===== config.mk =====
export PLATFORM = sky130hd
export DESIGN_NAME = fifo_serializer_flat
export DESIGN_NICKNAME = d
export VERILOG_FILES = /design/src/rtl/fifo_ser_pkg.sv /design/src/rtl/fifo_serializer_if.sv /design/src/rtl/ser_bit_timer.sv /design/src/rtl/fifo_serializer.sv /design/src/flat_wrapper.sv
export SDC_FILE = /design/constraint.sdc
export NUM_CORES = 1
export LEC_CHECK = 0
export CORE_MARGIN = 2
export CORE_UTILIZATION = 40
export DETAILED_ROUTE_END_ITERATION = 8
export SETUP_SLACK_MARGIN = 0.3
export SLEW_MARGIN = 5
export SYNTH_ARGS = -nofsm -noshare
export SYNTH_HDL_FRONTEND = slang
export SYNTH_SLANG_ARGS = --single-unit
export TNS_END_PERCENT = 50

===== constraint.sdc =====
create_clock -name clk -period 2.8 [get_ports clk]
set_clock_uncertainty 0.1 [all_clocks]
set_input_delay 0.42 -clock clk [delete_from_list [all_inputs] [get_ports clk]]
set_output_delay 0.42 -clock clk [all_outputs]
set_load 0.05 [all_outputs]

===== src/rtl/fifo_ser_pkg.sv =====
// Shared types and constants for the FIFO drain serializer.
package fifo_ser_pkg;

    typedef enum logic [2:0] {
        StIdle,
        StPop,
        StLoad,
        StStart,
        StData,
        StStop
    } ser_state_t;

    localparam logic SER_IDLE_LEVEL = 1'b1;

endpackage


===== src/rtl/fifo_serializer_if.sv =====
// FIFO-side handshake and serial-line bundle for fifo_serializer.
interface fifo_serializer_if #(
    parameter int unsigned fifo_width = 8
);

    logic                  en;
    logic                  fifo_empty;
    logic [fifo_width-1:0] fifo_data_out;
    logic                  fifo_read;
    logic                  ser_out;
    logic                  busy;
    logic                  frame_done;

    // Environment side: drives FIFO status/data and the enable.
    modport master (
        output en,
        output fifo_empty,
        output fifo_data_out,
        input  fifo_read,
        input  ser_out,
        input  busy,
        input  frame_done
    );

    // Serializer side.
    modport slave (
        input  en,
        input  fifo_empty,
        input  fifo_data_out,
        output fifo_read,
        output ser_out,
        output busy,
        output frame_done
    );

endinterface


===== src/rtl/ser_bit_timer.sv =====
// Bit-period timer: tick marks the last clock of each clks_per_bit period.
module ser_bit_timer #(
    parameter int unsigned clks_per_bit = 4
) (
    input  logic clk,
    input  logic rst,
    input  logic clr,
    output logic tick
);

    localparam int unsigned CntW = (clks_per_bit > 1) ? $clog2(clks_per_bit) : 1;
    localparam logic [CntW-1:0] CntMax = CntW'(clks_per_bit - 1);

    logic [CntW-1:0] cnt_q, cnt_d;

    assign tick = (cnt_q == CntMax);

    // Next count: wrap at the period end so the counter never overflows.
    always_comb begin
        cnt_d = cnt_q + CntW'(1);
        if (clr || tick) begin
            cnt_d = '0;
        end
    end

    // Counter register.
    always_ff @(posedge clk or posedge rst) begin
        if (rst) begin
            cnt_q <= '0;
        end else begin
            cnt_q <= cnt_d;
        end
    end

endmodule


===== src/rtl/fifo_serializer.sv =====
// Drains a registered-read FIFO one word at a time onto a start/data/stop serial line.
module fifo_serializer
    import fifo_ser_pkg::*;
#(
    parameter int unsigned fifo_width   = 8,
    parameter int unsigned clks_per_bit = 4
) (
    input logic              clk,
    input logic              rst,
    fifo_serializer_if.slave bus
);

    localparam int unsigned IdxW = $clog2(fifo_width + 1);
    localparam logic [IdxW-1:0] IdxLast = IdxW'(fifo_width - 1);

    ser_state_t            state_q, state_d;
    logic [fifo_width-1:0] shreg_q, shreg_d;
    logic [IdxW-1:0]       idx_q, idx_d;
    logic                  ser_out_q, ser_out_d;
    logic                  tick;
    logic                  timer_clr;

    ser_bit_timer #(
        .clks_per_bit(clks_per_bit)
    ) u_timer (
        .clk (clk),
        .rst (rst),
        .clr (timer_clr),
        .tick(tick)
    );

    // Next-state logic; the timer is held cleared until the start bit begins.
    always_comb begin
        state_d   = state_q;
        shreg_d   = shreg_q;
        idx_d     = idx_q;
        timer_clr = 1'b0;
        unique case (state_q)
            StIdle: begin
                timer_clr = 1'b1;
                if (bus.en && !bus.fifo_empty) begin
                    state_d = StPop;
                end
            end
            StPop: begin
                timer_clr = 1'b1;
                state_d   = StLoad;
            end
            StLoad: begin
                // Read data is valid here, one cycle after the pop strobe.
                timer_clr = 1'b1;
                shreg_d   = bus.fifo_data_out;
                idx_d     = '0;
                state_d   = StStart;
            end
            StStart: begin
                if (tick) begin
                    state_d = StData;
                end
            end
            StData: begin
                if (tick) begin
                    shreg_d = shreg_q >> 1;
                    if (idx_q == IdxLast) begin
                        idx_d   = '0;
                        state_d = StStop;
                    end else begin
                        idx_d = idx_q + IdxW'(1);
                    end
                end
            end
            StStop: begin
                if (tick) begin
                    state_d = (bus.en && !bus.fifo_empty) ? StPop : StIdle;
                end
            end
            default: state_d = StIdle;
        endcase
    end

    // Line level for the coming cycle, derived from the next state so the output is registered.
    always_comb begin
        case (state_d)
            StStart: ser_out_d = 1'b0;
            StData:  ser_out_d = shreg_d[0];
            default: ser_out_d = SER_IDLE_LEVEL;
        endcase
    end

    // State, shift register, bit index and line register.
    always_ff @(posedge clk or posedge rst) begin
        if (rst) begin
            state_q   <= StIdle;
            shreg_q   <= '0;
            idx_q     <= '0;
            ser_out_q <= SER_IDLE_LEVEL;
        end else begin
            state_q   <= state_d;
            shreg_q   <= shreg_d;
            idx_q     <= idx_d;
            ser_out_q <= ser_out_d;
        end
    end

    assign bus.fifo_read  = (state_q == StPop);
    assign bus.busy       = (state_q != StIdle);
    assign bus.frame_done = (state_q == StStop) && tick;
    assign bus.ser_out    = ser_out_q;

endmodule


===== src/flat_wrapper.sv =====
// flat-port wrapper written by rule: the top's interface ports become plain ports
module fifo_serializer_flat import fifo_ser_pkg::*;
#(
    parameter int unsigned fifo_width   = 8,
    parameter int unsigned clks_per_bit = 4
)
  (clk, rst, bus_en, bus_fifo_empty, bus_fifo_data_out, bus_fifo_read, bus_ser_out, bus_busy, bus_frame_done);
  fifo_serializer_if #(.fifo_width(fifo_width)) bus_i ();
  input logic clk;
  input logic rst;
  input wire logic [$bits(bus_i.en)-1:0] bus_en;
  input wire logic [$bits(bus_i.fifo_empty)-1:0] bus_fifo_empty;
  input wire logic [$bits(bus_i.fifo_data_out)-1:0] bus_fifo_data_out;
  output wire logic [$bits(bus_i.fifo_read)-1:0] bus_fifo_read;
  output wire logic [$bits(bus_i.ser_out)-1:0] bus_ser_out;
  output wire logic [$bits(bus_i.busy)-1:0] bus_busy;
  output wire logic [$bits(bus_i.frame_done)-1:0] bus_frame_done;
  assign bus_i.en = bus_en;
  assign bus_i.fifo_empty = bus_fifo_empty;
  assign bus_i.fifo_data_out = bus_fifo_data_out;
  assign bus_fifo_read = bus_i.fifo_read;
  assign bus_ser_out = bus_i.ser_out;
  assign bus_busy = bus_i.busy;
  assign bus_frame_done = bus_i.frame_done;
  fifo_serializer #(.fifo_width(fifo_width), .clks_per_bit(clks_per_bit)) u_core (.clk(clk), .rst(rst), .bus(bus_i));
endmodule

==> results.md, run 1 <==
- Worst-Skew Late Latency: ~0.30 ns
- Syn Inst Count: 88
- Top cells by count, synth: dfrtp_1 (17), a22o_1 (8), a21o_1 (7)
- Die height: 52.7 um
- Num CTS Buffers: 3
- Avg WL per Cell: 14.2 um
- Synthesized flop and latch total: 18
- Vias in the first global route: 671
- Worst setup margin: 0.356 ns
- Post-Route WL: 1870 um
- Pre-antenna DRT Iters: 6
- CP Launch Type: flop
- Count of different cell masters after synthesis: 34
- Number of vias per cell: 5.64
- Syn nets: ~100
- GP Congestion: 0.798
- Critical Setup Path Class: flop to primary output
- Die Footprint: 2780 um2
- Req. time, crit path: 2.28 ns
- EDFF count, synth: 0
- Layout cells sized above 1: 8.74%
- Drt drc: 0
- Final Max Tran Viols: 0
- Synth area leaders: dfrtp_1 (45%), a22o_1 (7.4%), a21o_1 (5.5%)
- Fin Hold WS: 0.344 ns
- DP Worst Slack: 0.570 ns
- R2r startpoint: u_core.state_q[1]
- IO buf count: 15
- Clock slew at reported path FFs: 0.10 ns
- Slew margin rel.: a little over half
- Final ANT Viol Nets: 0
- # nets final: 118
- Power density over the cells: 829 nW/um2
- Leakage: 0.535 nW
- Max-cap viol count: 0
- Worst Path Max Fanout: 14
- Final Cycle Share: 87.3%
- Sequential-to-total area share from yosys stat: between 40% and 50%
- Rows: 17
- Maximum vdd ir drop: 0.445 mV
- Syn-to-layout area delta: 20.2%
- Finished Core Util: 51.0%
- Final setup vio count: 0
- Cell Area, Synth: 948 um2
- Delay of the slowest cell on the worst path: 0.79 ns
- Crit end category: primary output
- Ys Warns: 0
- Most used DFF post-synth: dfrtp_1
- Die width: between 50 and 60 um
- Maximum root-to-sink buffer count: 2
- Clock period minus worst slack: 2.44 ns
- CTS root buf: clkbuf_4
- TNS Setup: 0 ns
- Crit path cell chain: nor2_1 > nand2_1 > clkdlybuf4s50_1
- Initial Util: 42.5%
- Initial antenna violation count: 0
- Initial DRC count: 19
- Worst setup path start: u_core.state_q[1]
- Post-synthesis area per instance: 10.8 um2
- CTS HTree Levels: 1
- Critical hold path startpoint: u_core.u_timer.cnt_q[0]
- WP data arrival: 1.92 ns
- Final hold violation count: 0
- Slowest cell on crit path: clkdlybuf4s50_1
- Cell accounting for the most synthesized area: dfrtp_1
- CORE AREA: 2230 um2
- Post-CTS setup buffers: 0
- Cell Count, Final, Fillers Out: 131
- Slew of the pin with the lowest slew margin: 0.681 ns
- Global-route usage over all layers: roughly 15%
- Most frequent cell after synthesis: dfrtp_1
- First-pass GRT wire length: 3040 um
- Placed insts: between 100 and 150
- ANT cells: 0
- Remaining Overflow, GRT: 0
- Fmax: 409 MHz
- Status: completed
- DP HPWL: 1270 um
- Largest net degree at the start of global routing: 19
- CTS tree: yes
- Unrepaired setup endpoints after global routing: true
- Via count: ~740
- Yosys top cell area share: 44.9%
- Boundary Pins: 16
- Synth async-reset ratio: 100%
- HP Class: flop to flop
- Hold-fix buffers, CTS: 0
- Num Clock Sinks: 18
==> critical path: cells and delay by family, from the launching register on <==
| kind | cells | cell delay [ns] |
|---|---|---|
| buffers and inverters | 1 | 0.79 |
| AND/OR/NAND/NOR | 2 | 0.23 |
| flip-flops | 1 | 0.60 |
==> cell families after synthesis <==
| family | after synthesis | share of synthesized area [%] |
|---|---|---|
| muxes | 1 | 1.19 |
| buffers and inverters | 9 | 4.62 |
| and+or+nand+nor | 28 | 19.5 |
| adders and majority gates | 2 | 2.64 |
| DFF | 18 | 47.6 |
| AOI/OAI and AO/OA | 30 | 24.4 |
==> final cells by class <==
| type | instances | area, um2 |
|---|---|---|
| tap | 28 | 35.0 |
| fill | 210 | 1090 |
| clock buffer | 4 | 26.3 |
| multi-input combinational | 61 | 453 |
| timing repair buffer | 16 | 159 |
| inverter | 4 | 15.0 |
| sequential | 18 | 452 |
==> per-stage QoR <==
stage	area, um2	total power, mW
2_1_floorplan	948	0.718
3_3_place_gp	1110	0.805
6_report	1140	0.945
5_1_grt	1140	1.01
3_5_place_dp	1110	0.820
4_1_cts	1140	0.956
==> power by group <==
group	total, mW	leakage, nW	internal (mW)	switching (mW)
Combinational	0.377	0.295	0.186	0.191
Sequential	0.433	0.224	0.353	0.0804
Clock	0.135	0.0150	0.0555	0.0793
Total	0.945	0.535	0.594	0.351
==> placed cells by master, fill, tap and decap left out, types with 2 or more instances in the layout <==
cell             count
a21o_1               7
a21oi_1              2
a22o_1               8
clkbuf_4             3
clkdlybuf4s50_1     13
dfrtp_1             17
ha_1                 2
inv_1                4
nand2_1              4
nand2b_1             2
nand3_1              3
nand3b_1             2
nor2_1               4
nor2b_1              4
nor3_1               2
nor3b_1              2
o21ai_0              2
o221ai_1             2
o2bb2ai_1            2
==> final timing paths <==
check                                          end  slack (ns)  depth (start not counted)
max                                       bus_busy        0.36                          3
min                        u_core.u_timer.cnt_q[0]        0.34                          1
max reg2reg                        u_core.idx_q[3]        1.09                          3
min reg2reg                u_core.u_timer.cnt_q[0]        0.34                          1
max in group asynchronous  u_core.u_timer.cnt_q[1]        1.75                          2
min in group asynchronous        u_core.shreg_q[7]        0.41                          2
==> metal layers <==
metal | GRT usage (%) | routed length, um | part of all wire, % | vias up
met3 | 5.14 | 89 | 4.8 | 0
met1 | 22.6 | 954 | 51 | 356
met2 | 20.2 | 822 | 44 | 23
li1 | - | - | - | 360
met5 | 0 | 0 | 0 | -
met4 | 2.56 | 0 | 0 | 0
==> sequential cells by signal, summed over array words and instances, names as in the netlist <==
name,count
u_core.state_q,3
u_core.idx_q,4
u_core.u_timer.cnt_q,2
u_core.shreg_q,8
u_core.bus.ser_out,1
==> what timing repair did <==
action                                  4_1_cts  5_1_grt
resized for setup                             1        1
endpoints found under the setup margin        1        2
pin swaps                                     0        0
No activity file was read; power rests on OpenSTA's default activity.
==> run 2: changes to the inputs <==
--- a/config.mk
+++ b/config.mk
@@ -9,7 +9,6 @@
 export CORE_UTILIZATION = 40
 export DETAILED_ROUTE_END_ITERATION = 8
 export SETUP_SLACK_MARGIN = 0.3
-export SLEW_MARGIN = 5
 export SYNTH_ARGS = -nofsm -noshare
 export SYNTH_HDL_FRONTEND = slang
 export SYNTH_SLANG_ARGS = --single-unit
==> results of run 2 <==
Same layout as run 1: the final DEF is identical, and so are final timing and power.
